`src/rtl/residue_check_seq_if.sv`:
```
// residue_check_seq_if: request/result bundle for residue_check_seq
// Parameters: W word width, M modulus, CW match-counter width
// Request side : start, in
// Result side  : busy, done, o, cnt, res (res only when RESIDUE_OUT_EN is defined)
interface residue_check_seq_if #(
    parameter int W  = 5,
    parameter int M  = 4,
    parameter int CW = 8
);
    logic          start;
    logic [W-1:0]  in;
    logic          busy;
    logic          done;
    logic          o;
    logic [CW-1:0] cnt;
`ifdef RESIDUE_OUT_EN
    localparam int RW = $clog2(M);
    logic [RW-1:0] res;
    modport master (output start, in, input busy, done, o, cnt, res);
    modport slave  (input start, in, output busy, done, o, cnt, res);
`else
    modport master (output start, in, input busy, done, o, cnt);
    modport slave  (input start, in, output busy, done, o, cnt);
`endif
endinterface

```
`src/rtl/residue_check_seq.sv`:
```
// residue_check_seq: serial MSB-first residue of a W-bit word modulo M, flags residue == R
// Ports: clk, rst_b (async active-low), bus (residue_check_seq_if.slave:
//   start/in request, busy/done status, o match flag, cnt saturating match count)
// Optional macro RESIDUE_OUT_EN adds bus.res carrying the final residue.
// Result outputs are loaded on the edge that enters DONE, so they are valid while done is high.
module residue_check_seq #(
    parameter int W  = 5,
    parameter int M  = 4,
    parameter int R  = 1,
    parameter int CW = 8
) (
    input logic                clk,
    input logic                rst_b,
    residue_check_seq_if.slave bus
);
    localparam int RW = $clog2(M);
    localparam int BW = (W > 1) ? $clog2(W) : 1;
    localparam logic [RW:0]   MV   = (RW + 1)'(M);
    localparam logic [BW-1:0] LAST = BW'(W - 1);
    typedef enum logic [1:0] {IDLE, RUN, DONE} state_t;
    state_t        state, nxt;
    logic [W-1:0]  sr;
    logic [RW-1:0] res_q, res_nxt;
    logic [BW-1:0] bc;
    logic [RW:0]   t;
    logic          load, last, hit, o_q;
    logic [CW-1:0] cnt_q;
`ifdef RESIDUE_OUT_EN
    logic [RW-1:0] res_o;
    assign bus.res = res_o;
`endif
    // t < 2M always, so one conditional subtract keeps the residue reduced
    assign t       = {res_q, 1'b0} + (RW + 1)'(sr[W-1]);
    assign res_nxt = (t >= MV) ? RW'(t - MV) : RW'(t);
    assign hit     = res_nxt == RW'(R);
    assign last    = state == RUN && bc == LAST;
    assign load    = bus.start && state != RUN;
    assign bus.o   = o_q;
    assign bus.cnt = cnt_q;
    always_comb begin
        nxt      = state;
        bus.busy = 1'b0;
        bus.done = 1'b0;
        nxt      = (state == RUN) ? (bc == LAST ? DONE : RUN) : (bus.start ? RUN : IDLE);
        bus.busy = state == RUN;
        bus.done = state == DONE;
    end
    always_ff @(posedge clk or negedge rst_b) begin
        if (!rst_b) begin
            state <= IDLE;
            sr    <= '0;
            res_q <= '0;
            bc    <= '0;
            o_q   <= 1'b0;
            cnt_q <= '0;
`ifdef RESIDUE_OUT_EN
            res_o <= '0;
`endif
        end else begin
            state <= nxt;
            if (load) begin
                sr    <= bus.in;
                res_q <= '0;
                bc    <= '0;
            end else if (state == RUN) begin
                sr    <= sr << 1;
                res_q <= res_nxt;
                bc    <= bc + 1'b1;
            end
            if (last) begin
                o_q <= hit;
                if (hit && !(&cnt_q)) cnt_q <= cnt_q + 1'b1;
`ifdef RESIDUE_OUT_EN
                res_o <= res_nxt;
`endif
            end
        end
    end
endmodule

```
`src/flat_wrapper.sv`:
```
// flat-port wrapper written by rule: the top's interface ports become plain ports
module residue_check_seq_flat 
#(
    parameter int W  = 5,
    parameter int M  = 4,
    parameter int R  = 1,
    parameter int CW = 8
)
  (clk, rst_b, bus_start, bus_in, bus_busy, bus_done, bus_o, bus_cnt);
  residue_check_seq_if #(.W(W), .M(M), .CW(CW)) bus_i ();
  input logic clk;
  input logic rst_b;
  input wire logic [$bits(bus_i.start)-1:0] bus_start;
  input wire logic [$bits(bus_i.in)-1:0] bus_in;
  output wire logic [$bits(bus_i.busy)-1:0] bus_busy;
  output wire logic [$bits(bus_i.done)-1:0] bus_done;
  output wire logic [$bits(bus_i.o)-1:0] bus_o;
  output wire logic [$bits(bus_i.cnt)-1:0] bus_cnt;
  assign bus_i.start = bus_start;
  assign bus_i.in = bus_in;
  assign bus_busy = bus_i.busy;
  assign bus_done = bus_i.done;
  assign bus_o = bus_i.o;
  assign bus_cnt = bus_i.cnt;
  residue_check_seq #(.W(W), .M(M), .R(R), .CW(CW)) u_core (.clk(clk), .rst_b(rst_b), .bus(bus_i));
endmodule
```
`config.mk`:
```
export PLATFORM = sky130hd
export DESIGN_NAME = residue_check_seq_flat
export DESIGN_NICKNAME = d
export VERILOG_FILES = /design/src/rtl/residue_check_seq_if.sv /design/src/rtl/residue_check_seq.sv /design/src/flat_wrapper.sv
export SDC_FILE = /design/constraint.sdc
export NUM_CORES = 1
export LEC_CHECK = 0
export ABC_AREA = 1
export CAP_MARGIN = 5
export CORE_ASPECT_RATIO = 1.25
export CORE_MARGIN = 2
export CORE_UTILIZATION = 30
export CTS_BUF_LIST = sky130_fd_sc_hd__clkbuf_8
export CTS_CLUSTER_DIAMETER = 30
export DETAILED_ROUTE_END_ITERATION = 6
export PLACE_DENSITY = 0.48
export SLEW_MARGIN = 0
export SYNTH_ARGS = -nofsm -noshare
export SYNTH_HDL_FRONTEND = slang
export SYNTH_SLANG_ARGS = --single-unit
```
`constraint.sdc`:
```
create_clock -name clk -period 2.31 [get_ports clk]
set_input_delay 0.462 -clock clk [delete_from_list [all_inputs] [get_ports clk]]
set_output_delay 0.462 -clock clk [all_outputs]
set_load 0.01 [all_outputs]
```
==> flow_metrics.env <==
export IMPL_syn_area_per_cell_um2=8.11
export IMPL_finalHoldViolCount=0
export IMPL_grt_pass1_wl_mm=3.45
export IMPL_grt_overflow=0
export IMPL_crit_arrival_ns=1.43
export IMPL_worstSetupPathType="register to primary output"
export IMPL_grt_max_degree=21
export IMPL_cts_hold_fix_buffers=0
export IMPL_synth_warnings=0
export IMPL_power_density_nw_per_um2=918
export IMPL_drcViolationCount=0
export IMPL_routabilityCongestion=0.779
export IMPL_clk_transition_reported_paths_ns=0.07
export IMPL_area_delta_synth_final_pct=27.2
export IMPL_worst_hold_startpoint="u_core.bc[2]"
export IMPL_dp_hpwl_mm=1.50
export IMPL_power_switching_uw=425
export IMPL_cts_htree_levels=1
export IMPL_skew_ns=0.00344
export IMPL_drive_gt1_frac=0.0816
export IMPL_netlist_area_um2=1010
export IMPL_power_frac_clock=0.190
export IMPL_cap_viol_max_count=0
export IMPL_final_cells=184
export IMPL_viasPerCell=4.43
export IMPL_antenna_found_initial=0
export IMPL_cts_tree="yes"
export IMPL_status="completed"
export IMPL_cts_sinks=20
export IMPL_grt_pass1_vias=797
export IMPL_dieArea_um2=3860
export IMPL_root_buffer="clkbuf_8"
export IMPL_rr_startpoint="u_core.bus.cnt[1]"
export IMPL_slew_viol_final=0
export IMPL_synth_distinct_cells=20
export IMPL_dieWidth_um=56.0
export IMPL_min_period_over_period=0.821
export IMPL_start_util=0.314
export IMPL_cts_buffer_depth=2
export IMPL_detail_route_antenna_nets=0
export IMPL_top_level_ports=19
export IMPL_grt_busiest_layer="met2"
export IMPL_pwr_share_comb=0.367
export IMPL_placed_cells=181
export IMPL_initialDrtViolationCount=9
export IMPL_reg2reg_depth=8
export IMPL_cts_buffers_inserted=3
export IMPL_cts_resized=0
export IMPL_wl_per_cell_um=10.9
export IMPL_worstMarginPinSlew_ns=0.270
export IMPL_pwr_share_seq=0.443
export IMPL_yosys_register_bits=20
export IMPL_track_usage=0.118
export IMPL_p_int_uw=758
export IMPL_reg2reg_slack_ns=0.99
export IMPL_post_route_min_period_ns=1.90
export IMPL_fmax_mhz=527
export IMPL_leakagePower_uw=0.000597
export IMPL_antenna_cells=0
export IMPL_vias=815
export IMPL_syn_inst=125
export IMPL_hold_path_class="register to register"
export IMPL_totalNegativeSetupSlack_ns=0
export IMPL_mostFrequentLayoutCell="nand2_1"
export IMPL_std_cell_rows=23
export IMPL_maxSlewHeadroom=0.820
export IMPL_cts_repair_timing_setup_buffer_count=0
export IMPL_setup_viol_count_final=0
export IMPL_worst_hold_path_endpoint="u_core.bc[2]"
export IMPL_reg2reg_to="u_core.bus.cnt[7]"
export IMPL_grtUsageMet3=0.0299
export IMPL_switching_share=0.359
export IMPL_grt_util_met1=0.137
export IMPL_final_cell_mix="nand2_1, dfrtp_1, inv_1, clkdlybuf4s50_1, nor2_1"
export IMPL_crit_required_ns=1.85
export IMPL_nFillCells=338
export IMPL_dr_pass1_iters=6
export IMPL_start_kind="register"
export IMPL_synth_nets=136
export IMPL_core_um2=3220
export IMPL_grtUsageMet2=0.200
export IMPL_ir_worst_vdd_v=0.000426
export IMPL_rsz0062_at_grt="no"
export IMPL_end_kind="primary output"
export IMPL_nets=160
export IMPL_synth_seq_area_share=0.494
export IMPL_die_height_um=69.0
export IMPL_clock_latency_ns=0.25
export IMPL_portBuffers=18
export IMPL_min_path_cells=1
export IMPL_worstPathMaxFanout=4
export IMPL_drt_wl_total_mm=2.01
cells in the mapped netlist (all sizes together):
cell type	number	area share
o221ai	3	0.026
inv	19	0.075
nand2	47	0.19
nand3	6	0.040
o211ai	1	0.0074
xor2	1	0.0086
ha	3	0.037
a21oi	2	0.0099
xnor2	2	0.017
nor2	11	0.051
clkinv	1	0.0037
dfrtp	20	0.49
o21ai	9	0.044
kinds of logic (layout without fill, tap and decap cells):
group / after synthesis / in the layout / synth area share
fa+ha+maj: 3 / 3 / 0.0370
compound gates: 15 / 15 / 0.0877
buf+inv: 20 / 42 / 0.0790
simple gates: 64 / 64 / 0.277
flops: 20 / 20 / 0.494
xor+xnor: 3 / 3 / 0.0259
cell type report:
class	instances	area, um2	share of cell area
Multi-Input combinational cell	85	433	0.336
Inverter	20	80.1	0.0621
Timing Repair Buffer	19	188	0.146
Sequential cell	20	500	0.388
Clock buffer	3	41.3	0.0320
Tap cell	37	46.3	0.0359
sequential cells by signal, indices dropped and copies added, names as in the netlist:
signal	count
u_core.bc	3
u_core.bus.cnt	8
u_core.bus.o	1
u_core.res_q	1
u_core.sr	5
u_core.state	2
critical path, stage by stage (launching register included):
cell             delay, ns
dfrtp_1               0.41
inv_1                 0.06
nor2_1                0.15
clkdlybuf4s50_1       0.56
metrics by stage:
step                      setup WS [ns]  total power (uW)   util  hold WS, ns  instance area (um2)
after floorplan                    1.08               800      -        0.166                 1010
after global placement            0.715               973  0.387        0.488                 1250
after detailed placement          0.686               972  0.387        0.485                 1250
after CTS                         0.393              1210  0.400        0.497                 1290
after global routing              0.334              1280  0.400        0.513                 1290
final                             0.414              1180  0.400        0.498                 1290
how the worst max path moves through the flow:
stage | depth (start not counted) | to | from | slack (ns)
global placement | 3 | bus_busy | u_core.state[0] | 0.72
detailed placement | 3 | bus_busy | u_core.state[0] | 0.69
global route | 3 | bus_busy | u_core.state[0] | 0.33
floorplan | 7 | u_core.bus.cnt[2] | u_core.bus.cnt[0] | 1.08
CTS | 3 | bus_busy | u_core.state[0] | 0.39
finish | 3 | bus_busy | u_core.state[0] | 0.41
power by group through the flow:
stage	Clock, uW	Sequential [uW]	Combinational (uW)
2_1_floorplan	0	530	270
3_3_place_gp	0	530	443
3_5_place_dp	0	531	442
4_1_cts	237	525	444
5_1_grt	254	537	491
6_report	225	524	434
routing by layer:
metal,wire (um),up-vias
met4,41,0
li1,-,431
met5,0,-
met2,948,16
met1,943,364
met3,72,4
Power figures use the tool's default switching activity.
